--- src/rtl/mdr_lsu_pkg.sv ---
// Shared encodings and helpers for the memory data register / load-store unit.
// State codes stay plain localparams so legacy code comparing against them still works.
package mdr_lsu_pkg;

   localparam logic [1:0] SZ_BYTE = 2'b00;
   localparam logic [1:0] SZ_HALF = 2'b01;
   localparam logic [1:0] SZ_WORD = 2'b10;

   localparam logic [1:0] ST_IDLE    = 2'd0;
   localparam logic [1:0] ST_RD_WAIT = 2'd1;
   localparam logic [1:0] ST_WR_WAIT = 2'd2;

   // Encoding 2'b11 behaves exactly like a word access.
   function automatic logic [1:0] norm_size(input logic [1:0] size);
      return (size == 2'b11) ? SZ_WORD : size;
   endfunction

   // Byte enables within one 32-bit lane group; the caller shifts to the selected group.
   function automatic logic [3:0] be_mask(input logic [1:0] size, input logic [1:0] addr);
      logic [3:0] m;
      case (norm_size(size))
         SZ_BYTE: m = 4'b0001;
         SZ_HALF: m = 4'b0011;
         default: m = 4'b1111;
      endcase
      return m << addr;
   endfunction

endpackage

--- src/rtl/mdr_lane_align.sv ---
// Combinational lane logic: load extraction/extension and store replication/byte enables.
// Load and store sides have separate size/address inputs so each can use its own source.
module mdr_lane_align
   import mdr_lsu_pkg::*;
#(
   parameter int unsigned DATA_W = 32,
   parameter int unsigned AW     = $clog2(DATA_W/8)
) (
   input  logic [1:0]          ld_size_i,
   input  logic [AW-1:0]       ld_addr_i,
   input  logic                ld_unsigned_i,
   input  logic [DATA_W-1:0]   ld_raw_i,
   output logic [DATA_W-1:0]   ld_data_o,
   input  logic [1:0]          st_size_i,
   input  logic [AW-1:0]       st_addr_i,
   input  logic [DATA_W-1:0]   st_src_i,
   output logic [DATA_W-1:0]   st_data_o,
   output logic [DATA_W/8-1:0] st_be_o,
   output logic                st_aligned_o
);

   localparam int unsigned NB = DATA_W/8;

   logic [31:0]   ld_word;
   logic [AW-1:0] st_grp;

   always_comb begin
      ld_word = 32'(ld_raw_i >> {ld_addr_i, 3'b000});
      case (norm_size(ld_size_i))
         SZ_BYTE: ld_data_o = ld_unsigned_i ? DATA_W'(ld_word[7:0])  : DATA_W'($signed(ld_word[7:0]));
         SZ_HALF: ld_data_o = ld_unsigned_i ? DATA_W'(ld_word[15:0]) : DATA_W'($signed(ld_word[15:0]));
         default: ld_data_o = ld_unsigned_i ? DATA_W'(ld_word)       : DATA_W'($signed(ld_word));
      endcase
   end

   always_comb begin
      st_grp = st_addr_i & ~AW'(3);
      st_be_o = NB'(be_mask(st_size_i, st_addr_i[1:0])) << st_grp;
      case (norm_size(st_size_i))
         SZ_BYTE: begin
            st_data_o    = {(DATA_W/8){st_src_i[7:0]}};
            st_aligned_o = 1'b1;
         end
         SZ_HALF: begin
            st_data_o    = {(DATA_W/16){st_src_i[15:0]}};
            st_aligned_o = ~st_addr_i[0];
         end
         default: begin
            st_data_o    = {(DATA_W/32){st_src_i[31:0]}};
            st_aligned_o = (st_addr_i[1:0] == 2'b00);
         end
      endcase
   end

endmodule

--- src/rtl/mdr_lsu.sv ---
// Memory data register with a handshaked load/store port, alignment check and request timeout.
// Holds the FSM, wait counter, MDR and all registered memory-side outputs.
module mdr_lsu
   import mdr_lsu_pkg::*;
#(
   parameter int unsigned DATA_W  = 32,
   parameter int unsigned TIMEOUT = 16
) (
   input  logic                         clk,
   input  logic                         clr,
   input  logic                         MDRin,
   input  logic                         Read,
   input  logic                         Write,
   input  logic [1:0]                   size,
   input  logic                         lsu_unsigned,
   input  logic [$clog2(DATA_W/8)-1:0]  addr_lo,
   input  logic [DATA_W-1:0]            BusMuxOut,
   input  logic [DATA_W-1:0]            Mdatain,
   input  logic                         mem_ready,
   output logic                         mem_rd,
   output logic                         mem_wr,
   output logic [DATA_W-1:0]            mem_wdata,
   output logic [DATA_W/8-1:0]          mem_be,
   output logic [DATA_W-1:0]            MDR_q,
   output logic [DATA_W-1:0]            BusMuxIn_MDR,
   output logic                         busy,
   output logic                         done,
   output logic                         misalign,
   output logic                         timeout
);

   localparam int unsigned AW = $clog2(DATA_W/8);
   localparam int unsigned NB = DATA_W/8;
   localparam int unsigned CW = (TIMEOUT > 1) ? $clog2(TIMEOUT) : 1;

   logic [1:0]        state_q, state_d;
   logic [CW-1:0]     cnt_q, cnt_d;
   logic [DATA_W-1:0] mdr_q, mdr_d;
   logic              rd_q, rd_d, wr_q, wr_d;
   logic [DATA_W-1:0] wdata_q, wdata_d;
   logic [NB-1:0]     be_q, be_d;
   logic              done_q, done_d, mis_q, mis_d, to_q, to_d;
   logic [1:0]        rsize_q, rsize_d;
   logic [AW-1:0]     raddr_q, raddr_d;
   logic              runs_q, runs_d;

   logic [DATA_W-1:0] ld_data, st_data;
   logic [NB-1:0]     st_be;
   logic              st_aligned;
   logic              wait_expired;

   // Load attributes are latched at start so the MAR may move during the wait.
   mdr_lane_align #(.DATA_W(DATA_W), .AW(AW)) u_align (
      .ld_size_i     (rsize_q),
      .ld_addr_i     (raddr_q),
      .ld_unsigned_i (runs_q),
      .ld_raw_i      (Mdatain),
      .ld_data_o     (ld_data),
      .st_size_i     (size),
      .st_addr_i     (addr_lo),
      .st_src_i      (mdr_q),
      .st_data_o     (st_data),
      .st_be_o       (st_be),
      .st_aligned_o  (st_aligned)
   );

   assign wait_expired = (TIMEOUT != 0) && (cnt_q == CW'(TIMEOUT - 1));

   always_comb begin
      state_d = state_q;
      cnt_d   = cnt_q;
      mdr_d   = mdr_q;
      rd_d    = rd_q;
      wr_d    = wr_q;
      wdata_d = wdata_q;
      be_d    = be_q;
      rsize_d = rsize_q;
      raddr_d = raddr_q;
      runs_d  = runs_q;
      done_d  = 1'b0;
      mis_d   = 1'b0;
      to_d    = 1'b0;
      case (state_q)
         ST_IDLE: begin
            cnt_d = '0;
            if (Read) begin
               if (st_aligned) begin
                  state_d = ST_RD_WAIT;
                  rd_d    = 1'b1;
                  rsize_d = size;
                  raddr_d = addr_lo;
                  runs_d  = lsu_unsigned;
               end else begin
                  mis_d = 1'b1;
               end
            end else if (Write) begin
               if (st_aligned) begin
                  state_d = ST_WR_WAIT;
                  wr_d    = 1'b1;
                  wdata_d = st_data;
                  be_d    = st_be;
               end else begin
                  mis_d = 1'b1;
               end
            end else if (MDRin) begin
               mdr_d = BusMuxOut;
            end
         end
         ST_RD_WAIT: begin
            if (mem_ready) begin
               mdr_d   = ld_data;
               rd_d    = 1'b0;
               done_d  = 1'b1;
               state_d = ST_IDLE;
            end else if (wait_expired) begin
               rd_d    = 1'b0;
               to_d    = 1'b1;
               state_d = ST_IDLE;
            end else begin
               cnt_d = cnt_q + CW'(1);
            end
         end
         ST_WR_WAIT: begin
            if (mem_ready || wait_expired) begin
               wr_d    = 1'b0;
               wdata_d = '0;
               be_d    = '0;
               done_d  = mem_ready;
               to_d    = ~mem_ready;
               state_d = ST_IDLE;
            end else begin
               cnt_d = cnt_q + CW'(1);
            end
         end
         default: begin
            state_d = ST_IDLE;
            rd_d    = 1'b0;
            wr_d    = 1'b0;
            wdata_d = '0;
            be_d    = '0;
         end
      endcase
   end

   always_ff @(posedge clk) begin
      if (clr) begin
         state_q <= ST_IDLE;
         cnt_q   <= '0;
         mdr_q   <= '0;
         rd_q    <= 1'b0;
         wr_q    <= 1'b0;
         wdata_q <= '0;
         be_q    <= '0;
         done_q  <= 1'b0;
         mis_q   <= 1'b0;
         to_q    <= 1'b0;
         rsize_q <= '0;
         raddr_q <= '0;
         runs_q  <= 1'b0;
      end else begin
         state_q <= state_d;
         cnt_q   <= cnt_d;
         mdr_q   <= mdr_d;
         rd_q    <= rd_d;
         wr_q    <= wr_d;
         wdata_q <= wdata_d;
         be_q    <= be_d;
         done_q  <= done_d;
         mis_q   <= mis_d;
         to_q    <= to_d;
         rsize_q <= rsize_d;
         raddr_q <= raddr_d;
         runs_q  <= runs_d;
      end
   end

   assign mem_rd       = rd_q;
   assign mem_wr       = wr_q;
   assign mem_wdata    = wdata_q;
   assign mem_be       = be_q;
   assign MDR_q        = mdr_q;
   assign BusMuxIn_MDR = mdr_q;
   assign busy         = (state_q != ST_IDLE);
   assign done         = done_q;
   assign misalign     = mis_q;
   assign timeout      = to_q;

endmodule

--- config.mk ---
export PLATFORM = sky130hd
export DESIGN_NAME = mdr_lsu
export DESIGN_NICKNAME = d
export VERILOG_FILES = /design/src/rtl/mdr_lsu_pkg.sv /design/src/rtl/mdr_lane_align.sv /design/src/rtl/mdr_lsu.sv
export SDC_FILE = /design/constraint.sdc
export NUM_CORES = 1
export LEC_CHECK = 0
export CORE_MARGIN = 4
export CORE_UTILIZATION = 48
export DETAILED_ROUTE_END_ITERATION = 7
export PLACE_DENSITY = 0.95
export SYNTH_ARGS = -nofsm -noshare
export SYNTH_HDL_FRONTEND = slang
export SYNTH_SLANG_ARGS = --single-unit
export TNS_END_PERCENT = 1
--- constraint.sdc ---
create_clock -name clk -period 4.3 [get_ports clk]
set_input_delay 1.29 -clock clk [delete_from_list [all_inputs] [get_ports clk]]
set_output_delay 1.29 -clock clk [all_outputs]
set_load 0.01 [all_outputs]
==> summary.md <==
| Metric | Value |
|---|---|
| Status | `finished clean` |
| Placed Cells incl. Taps | `roughly 790` |
| Synth-to-Final Area Change | `39.6%` |
| Detailed Route WL | `around 16 mm` |
| Clock sink total | `84` |
| Placeable Area | `9330 um^2` |
| Ant. Diodes | `0` |
| Dominant register cell in the synthesized netlist | `dfxtp_1` |
| Number of hold buffers added after cts | `0` |
| Cell types with the highest counts after synthesis | `dfxtp_1 (84), o21ai_0 (61), a21oi_1 (60)` |
| Clock transition at the register clock pins on the worst setup and hold paths after CTS | `roughly 0.080 ns` |
| Number of distinct standard cells referenced by the synthesized netlist | `50` |
| Worst-case setup slack after placement | `0.653 ns` |
| Largest net degree at the start of global routing | `49` |
| Worst-case setup margin in the final layout | `about 0.61 ns` |
| Fmax achieved | `0.271 GHz` |
| RSZ-0062 raised after global routing | `no` |
| Average routed wire per standard cell | `between 20 and 25 um` |
| Vert. Die Dim | `about 110 um` |
| CTS tree | `yes` |
| Final hold violation count | `0` |
| Critical Path Fanout Max | `25` |
| Ports | `approximately 180` |
| Type of element launching the critical path | `flip-flop` |
| GR Overflow Total | `0` |
| Post-synth net total | `623` |
| Worst-case vdd ir drop | `around 220 uV` |
| Post-CTS Setup Repair Bufs | `0` |
| Proportion of register bits with asynchronous set or reset after synthesis | `0%` |
| Max-slew headroom at the worst pin | `a little over a quarter` |
| Setup_tns | `0 ns` |
| Vias per cell | `~6` |
| GP Congestion | `between 0.8 and 0.9` |
| Clock skew after layout | `~0.013 ns` |
| Initial standard-cell utilization of the core | `about half` |
| Flip-flop and latch count after synthesis | `84` |
| Buffers added on ports | `180` |
| Remaining number of nets flagged by the antenna check after routing | `0` |
| Fin crit period | `between 3 and 4 ns` |
| Number of standard cells in the layout, taps in and fillers out | `about 800` |
| Clk buf depth | `2` |
| First-pass GRT wire length | `about 25 mm` |
| Violation count after the first detailed-routing iteration | `approximately 370` |
| Yosys warning total | `0` |
| Fill count | `730` |
| Most common cell in the netlist | `dfxtp_1` |
| Required time of the worst setup path | `3.01 ns` |
| Slew Limit Fails | `0` |
| Leak pwr | `between 0.002 and 0.0025 uW` |
| Cell types with the largest area share after synthesis | `dfxtp_1 (36%), mux2i_1 (6.9%), o21ai_0 (6.6%)` |
| Sequential-to-total area share from yosys stat | `between 30 and 40%` |
| Period utilization | `a little under nine tenths` |
| Clock root buffer master | `clkbuf_8` |
| Maxcap violations | `0` |
| Critical path class | `flip-flop to output pin` |
| Die area | `11300 um^2` |
| Average footprint of a synthesized cell | `between 8 and 9 um^2` |
| HPWL after DPL | `12.2 mm` |
| CP Capture Type | `output pin` |
| Gr usage total | `between 20% and 30%` |
| Number of iterations in the first detailed-routing pass | `5` |
| Share of the core filled with cells | `between 60% and 70%` |
| Number of antenna violations at the first check in global routing | `0` |
| Detailed-route via count | `between 4k and 5k` |
| Total Nets Final | `~750` |
| Insertion delay of the later-clocked pin in the worst-skew pair | `0.35 ns` |
| Cell count after synthesis | `between 500 and 600` |
| Total standard cell area after synthesis | `approximately 4600 um^2` |
| Layout cell share with drive strength beyond 1 | `approximately 9.1%` |
| Number of gates given a new drive strength after cts | `0` |
| Total power density per cell area | `~470 nW/um^2` |
| CTS Buf Count | `9` |
| Maximum level of the CTS H-tree | `3` |
| Signal arrival time at the worst endpoint | `~2.4 ns` |
| Cell type with the highest aggregate area in the netlist | `dfxtp_1` |
| Die extent in x | `around 110 um` |
| EDFF count, synth | `0` |
| Vias in the first global route | `4750` |
| Worst min-delay path category | `flip-flop to flip-flop` |
| Number of standard-cell rows in the floorplan | `35` |
| Slew of the pin with the lowest slew margin | `1.11 ns` |
| Synth top area share | `roughly 36%` |
| Final setup vio count | `0` |
| Worst hold slack | `approximately 0.48 ns` |
| DRC violation count after routing | `0` |
==> kinds of logic (layout without fill, tap and decap cells) <==
group	Yosys count	count (layout)	share of synthesized area, %
adders and majority gates	5	5	1.35
AOI/OAI and AO/OA	197	197	27.4
muxes	55	55	12.7
and+or+nand+nor	112	112	12.0
buffers and inverters	90	221	10.3
DFF	84	84	36.3
==> sequential cells by signal (all words and copies together), names as in the netlist <==
register,flops
rsize_q,2
mem_wdata,32
BusMuxIn_MDR,32
misalign,1
timeout,1
mem_wr,1
state_q,2
mem_be,4
runs_q,1
mem_rd,1
done,1
raddr_q,2
cnt_q,4
==> power breakdown <==
group	internal, uW	switching (uW)	leakage [uW]
Sequential	908	211	0.000684
Clock	289	290	0.000101
Combinational	651	670	0.00145
==> area by class of cell <==
class | count | area (um^2) | share of cell area (%)
clock buffer | 12 | 145 | 2.24
clock inverter | 4 | 56.3 | 0.870
inverter | 11 | 41.3 | 0.638
multi-input combinational | 369 | 2480 | 38.3
sequential | 84 | 1680 | 26.0
tap | 129 | 161 | 2.49
timing repair buffer | 194 | 1910 | 29.5
==> placed cells by master (no fill, tap or decap), drive strengths merged, types with 2 or more instances in the layout <==
cell | synthesis | routed
a31oi | 2 | 2
a21o | 4 | 4
inv | 10 | 11
or3b | 2 | 2
mux2 | 22 | 22
o2111ai | 2 | 2
nand4 | 17 | 17
and4 | 2 | 2
ha | 5 | 5
clkinv | 1 | 3
o21a | 2 | 2
o32ai | 2 | 2
a21oi | 60 | 60
o211ai | 10 | 10
a211oi | 2 | 2
o21ai | 61 | 61
nand3b | 2 | 2
dfxtp | 84 | 84
nor2 | 20 | 20
mux2i | 32 | 32
o2bb2ai | 26 | 26
clkbuf | 35 | 12
clkdlybuf4s50 | 0 | 180
nand2 | 46 | 46
and3 | 2 | 2
nand3 | 3 | 3
or3 | 2 | 2
buf | 44 | 14
o41ai | 2 | 2
or2 | 4 | 4
o221ai | 2 | 2
nor2b | 6 | 6
a221oi | 17 | 17
==> per-stage QoR <==
step                      area [um^2]  power [uW]
after floorplan                  4640        1830
after global placement           6270        2390
after detailed placement         6270        2430
after CTS                        6470        3000
after global routing             6470        3160
final                            6470        3020
==> metal layers <==
layer / vias up / track usage (%) / routed length, um
met2: 327 / 45.3 / 7690
met3: 70 / 6.56 / 1580
li1: 2224 / - / -
met4: 0 / 13.2 / 730
met5: - / 0 / 0
met1: 2302 / 33.9 / 6390
==> worst max-delay path, stage by stage (launching register included) <==
cell	delay (ns)
dfxtp_1	0.33
inv_1	0.12
ha_1	0.76
inv_1	0.28
clkdlybuf4s50_1	0.56
==> final timing paths <==
kind            startpoint          endpoint  slack, ns  cells after the start
max             state_q[0]              busy       0.61                      4
max reg2reg     state_q[0]  BusMuxIn_MDR[28]       1.27                      6
min          mem_wdata[13]     mem_wdata[13]       0.48                      1
min reg2reg  mem_wdata[13]     mem_wdata[13]       0.48                      1
Note: power is estimated with default switching activity, not from simulation.
